File: src/rtl/pwm_decoder.sv
// pwm_decoder: recovers a sample value from the duty cycle of an asynchronous
// PWM waveform. It measures high time and frame length between rising edges,
// and reports lock while the frames stay within PULSE_PERIOD +/- TOLERANCE.
// Optional feature macro: PWM_DEC_GLITCH_FILTER_EN. When it is defined, a
// registered 3-sample majority filter follows the synchronizer, which adds
// 2 cycles of latency.
//
// Output semantics: sample_valid is a single-cycle pulse with no ready or
// back-pressure. sample and locked are updated only in the cycle
// sample_valid is high, and they hold their values between pulses.
module pwm_decoder #(
  parameter int PULSE_PERIOD = 2048,
  parameter int INPUT_BITS   = 6,
  parameter int TOLERANCE    = 2
) (
  input  logic                  clk,
  input  logic                  reset,
  input  logic                  pwm_in,
  output logic [INPUT_BITS-1:0] sample,
  output logic                  sample_valid,
  output logic                  locked,
  output logic                  state_dbg
);

  localparam int PERIOD_LOG2 = $clog2(PULSE_PERIOD);
  localparam int SHIFT       = PERIOD_LOG2 - INPUT_BITS;
  localparam int HIGH_W      = PERIOD_LOG2 + 1;
  localparam int LIMIT       = PULSE_PERIOD + TOLERANCE;
  localparam int PERIOD_W    = $clog2(LIMIT + 1);

  localparam logic [PERIOD_W-1:0] LIMIT_CNT = PERIOD_W'(LIMIT);
  localparam logic [PERIOD_W-1:0] LOCK_MIN  = PERIOD_W'(PULSE_PERIOD - TOLERANCE);
  localparam logic [HIGH_W-1:0]   SAT_MAX   = HIGH_W'((1 << INPUT_BITS) - 1);

  typedef enum logic {
    ST_SYNC    = 1'b0,
    ST_MEASURE = 1'b1
  } state_t;

  state_t                  state;
  logic                    sync_q1;
  logic                    sync_q2;
  logic                    s;
  logic                    s_d;
  logic                    rise_q;
  logic [PERIOD_W-1:0]     period_cnt;
  logic [HIGH_W-1:0]       high_cnt;
  logic [HIGH_W-1:0]       high_shifted;
  logic [INPUT_BITS-1:0]   sample_next;
  logic                    at_limit;
  logic                    in_window;

  // Two-flop synchronizer for the asynchronous PWM input.
  always_ff @(posedge clk) begin
    if (reset) begin
      sync_q1 <= 1'b0;
      sync_q2 <= 1'b0;
    end else begin
      sync_q1 <= pwm_in;
      sync_q2 <= sync_q1;
    end
  end

`ifdef PWM_DEC_GLITCH_FILTER_EN
  logic hist_q1;
  logic hist_q2;

  // Registered majority of the last three synchronizer samples; single-cycle pulses vanish.
  always_ff @(posedge clk) begin
    if (reset) begin
      hist_q1 <= 1'b0;
      hist_q2 <= 1'b0;
      s       <= 1'b0;
    end else begin
      hist_q1 <= sync_q2;
      hist_q2 <= hist_q1;
      s       <= (sync_q2 & hist_q1) | (sync_q2 & hist_q2) | (hist_q1 & hist_q2);
    end
  end
`else
  assign s = sync_q2;
`endif

  // Delayed copy of s and a registered rising-edge flag. rise_q lines up
  // with s_d, so the FSM works on s_d as its view of the input level.
  always_ff @(posedge clk) begin
    if (reset) begin
      s_d    <= 1'b0;
      rise_q <= 1'b0;
    end else begin
      s_d    <= s;
      rise_q <= s & ~s_d;
    end
  end

  assign at_limit  = (period_cnt == LIMIT_CNT);
  assign in_window = (period_cnt >= LOCK_MIN) && (period_cnt <= LIMIT_CNT);
  assign state_dbg = (state == ST_MEASURE);

  // Scale the high count down to the sample width, saturating at full scale.
  always_comb begin
    high_shifted = high_cnt >> SHIFT;
    sample_next  = high_shifted[INPUT_BITS-1:0];
    if (high_shifted > SAT_MAX) begin
      sample_next = '1;
    end
  end

  // Frame FSM. A rising edge takes priority over the timeout in the same cycle.
  always_ff @(posedge clk) begin
    if (reset) begin
      state        <= ST_SYNC;
      period_cnt   <= '0;
      high_cnt     <= '0;
      sample       <= '0;
      sample_valid <= 1'b0;
      locked       <= 1'b0;
    end else begin
      sample_valid <= 1'b0;
      case (state)
        ST_SYNC: begin
          if (rise_q) begin
            state      <= ST_MEASURE;
            period_cnt <= PERIOD_W'(1);
            high_cnt   <= HIGH_W'(1);
          end else if (at_limit) begin
            sample_valid <= 1'b1;
            sample       <= '0;
            locked       <= 1'b0;
            period_cnt   <= PERIOD_W'(1);
          end else begin
            period_cnt <= period_cnt + PERIOD_W'(1);
          end
        end
        ST_MEASURE: begin
          if (rise_q) begin
            sample_valid <= 1'b1;
            sample       <= sample_next;
            locked       <= in_window;
            period_cnt   <= PERIOD_W'(1);
            high_cnt     <= HIGH_W'(1);
          end else if (at_limit) begin
            sample_valid <= 1'b1;
            sample       <= sample_next;
            locked       <= 1'b0;
            period_cnt   <= PERIOD_W'(1);
            high_cnt     <= {{(HIGH_W-1){1'b0}}, s_d};
          end else begin
            period_cnt <= period_cnt + PERIOD_W'(1);
            if (s_d) begin
              high_cnt <= high_cnt + HIGH_W'(1);
            end
          end
        end
        default: state <= ST_SYNC;
      endcase
    end
  end

endmodule

File: config.mk
export PLATFORM = sky130hd
export DESIGN_NAME = pwm_decoder
export DESIGN_NICKNAME = d
export VERILOG_FILES = /design/src/rtl/pwm_decoder.sv
export SDC_FILE = /design/constraint.sdc
export NUM_CORES = 1
export LEC_CHECK = 0
export ABC_CLOCK_PERIOD_IN_PS = 5500
export CORE_MARGIN = 2
export CORE_UTILIZATION = 45
export CTS_CLUSTER_DIAMETER = 50
export DETAILED_ROUTE_END_ITERATION = 8
export PLACE_DENSITY = 0.63
export SLEW_MARGIN = 20
export SYNTH_ARGS = -nofsm -noshare
export SYNTH_HDL_FRONTEND = slang
export SYNTH_SLANG_ARGS = --single-unit
export TNS_END_PERCENT = 10
File: constraint.sdc
create_clock -name clk -period 5.5 [get_ports clk]
set_clock_uncertainty 0.2 [all_clocks]
set_input_delay 1.1 -clock clk [delete_from_list [all_inputs] [get_ports clk]]
set_output_delay 1.1 -clock clk [all_outputs]
set_load 0.005 [all_outputs]
==> flow_summary.toml <==
[sta]
hold_viol_final = 0
setup-tns-final_ns = 0
layout_min_cycle_time_ns = 3.14
setup_violations = 0
max_slew.worst_pin.slew_ns = 0.782
layout_worst_path_cycle_share_pct = 57.2
holdWs_ns = 0.254
slew-limit-headroom_pct = 47.8
max_freq_mhz = 318
report.final.slew_viol_count = 0
setup_slack_ns = 2.36
rsz0062_at_grt = "false"

[grt]
grt_max_degree = 28
grtUsageMet2_pct = 28.6
busiest_layer = "met2"
grt_pass1_wl_um = 5930
grtUsageTotal_pct = 17.6
grt-ovfl-total = 0
grtUsageMet3_pct = 5.07
antenna_found_initial = 0
met1_usage_pct = 21.9
grt_pass1_vias = 1297

[cts]
post_cts_resized = 0
clock_tree.root_cell = "clkbuf_8"
h-tree-depth = 2
cts_tree = "yes"
clock_sinks = 37
cts_buffers = 5
cts_setup_buffers = 0
ctsHoldBuffers = 0
worstSkewPairLatency_ns = 0.29
clk_pin_slew_ns = 0.07
cts_buffer_depth = 2

[logic_synthesis]
synth_area_mm2 = 0.00177
synth.largest_area_cell = "dfxtp_1"
synth_seq_area_share_pct = 41.8
synth_cell_types = 47
synth-main-ff-cell = "dfxtp_1"
synthesis.nets = 213
yosysMostFrequentCell = "dfxtp_1"
ys_top_cells_by_count = "dfxtp_1, nor2_1, nand2_1"
synth_edf_count = 0
synth_area_leaders = "dfxtp_1, nor2_1, nand2_1, nand3_1, nand4_1"
syn-instance-count = 207
synth_seq_cells = 37
synth_async_sr_flop_share_pct = 0
synth_top_cell_area_share_pct = 41.8
synth_area_per_cell_um2 = 8.55
yosysWarnings = 0

[floorplanning]
die-height_um = 66.7
fp.dieW_um = 66.7
start_util_pct = 47.6
fp.coreArea_mm2 = 0.00372
io_pins = 12
dieArea_mm2 = 0.00445
rows = 22

[detailed_routing]
drt_wl_total_um = 3550
num_vias = 1496
drc = 0
viasPerCell = 5.69
ant_nets = 0
drt_iter0_drc = 166
wl_per_cell_um = 13.5
drt_first_pass_iters = 4

[placement]
dp_hpwl_um = 2510
post-place-ws_ns = 2.07
globalplace.congestion = 0.860
dpl.cell_count = 255
port_buffers = 11

[finish]
area_growth_pct = 12.9
nets = 220
n_antenna_cell = 0
drive_gt1_share_pct = 6.05
finalNonFillerCells = 263
num-fill-cells = 359

[setup_path]
cp-start-kind = "input port"
path_class = "input port to flop"
required_ns = 5.51
crit_path_end_kind = "flop"
worstPathArrival_ns = 3.15
crit_fanout = 16

[power]
p_per_area_mw_per_mm2 = 266
irDropWorstVdd_uv = 158
p_leak_nw = 0.655

[hold_path]
hold_path_class = "flop to flop"

[run]
maxCapViolCount = 0

[status]
outcome = "finished, final reports clean"
[critical path: stages]
cell and delay (ns):
clkdlybuf4s50_1 0.69, nor2_1 0.66, nand2_1 0.42, o211ai_1 0.27
[kinds of logic after synthesis]
| group | Yosys count | synth area share [%] |
|---|---|---|
| buffers and inverters | 16 | 4.10 |
| xor gates and xnor gates | 10 | 4.95 |
| muxes | 1 | 0.565 |
| and+or+nand+nor | 106 | 32.2 |
| AOI/OAI and AO/OA | 34 | 14.3 |
| DFF | 37 | 41.8 |
| adders and majority gates | 3 | 2.12 |
[stage by stage]
stage | power, W | utilization (%) | cell area [um2]
final | 0.000531 | 53.8 | 2000
after global routing | 0.000553 | 53.8 | 2000
after CTS | 0.000536 | 53.8 | 2000
after detailed placement | 0.000304 | 50.8 | 1890
after global placement | 0.000302 | 50.8 | 1890
after floorplan | 0.000297 | - | 1770
[power by group]
group	switching [W]	internal, W
registers	0.00000687	0.000271
logic	0.0000114	0.00000767
clock network	0.0000973	0.000136
[metal layers]
metal  wire (um)  part of all wire (%)
met1        1670                    47
met4          32                  0.90
met3         124                   3.5
met2        1720                    48
met5           0                     0
[layout by cell type (no fill, tap or decap), drive strengths merged, types with 2 or more instances in the layout]
cell | synthesis | final
and3 | 2 | 2
or4b | 2 | 2
o21ai | 6 | 6
nand2 | 19 | 19
and4 | 4 | 4
inv | 5 | 5
nor4 | 4 | 4
clkdlybuf4s50 | 0 | 11
clkbuf | 7 | 6
and2 | 3 | 3
nor2 | 27 | 27
or3 | 3 | 3
a31oi | 4 | 4
o32ai | 6 | 6
dfxtp | 37 | 37
a21boi | 4 | 4
nor3 | 4 | 4
o22ai | 2 | 2
a21oi | 2 | 2
nor2b | 4 | 4
ha | 3 | 3
o211ai | 2 | 2
nand3 | 14 | 14
nand2b | 3 | 3
nand3b | 2 | 2
or2 | 2 | 2
nand4 | 9 | 9
xor2 | 6 | 6
a311oi | 3 | 3
xnor2 | 4 | 4
[flip-flops by register name, summed over array words and instances, names as in the netlist]
register / cells
rise_q: 1
high_cnt: 12
s: 1
locked: 1
state_dbg: 1
period_cnt: 12
sample: 6
sample_valid: 1
s_d: 1
sync_q1: 1
[cell type report]
cell class              instances  area (um2)  area share [%]
clock buffers                   6        72.6            3.63
inverters                       5        18.8           0.939
clock inverters                 2        38.8            1.94
multi-input cells             154         957            47.9
well taps                      48        60.1            3.01
flip-flops and latches         37         741            37.1
repair buffers                 11         110            5.51
[path summary, 6_finish.rpt]
path | cells after the start | from | slack, ns | endpoint
worst max-delay path | 4 | reset | 2.36 | high_cnt[1]
worst min-delay path | 1 | sync_q1 | 0.25 | s
worst max register to register | 4 | period_cnt[3] | 3.07 | high_cnt[1]
worst min register to register | 1 | sync_q1 | 0.25 | s
(Power assumes the default switching activity.)
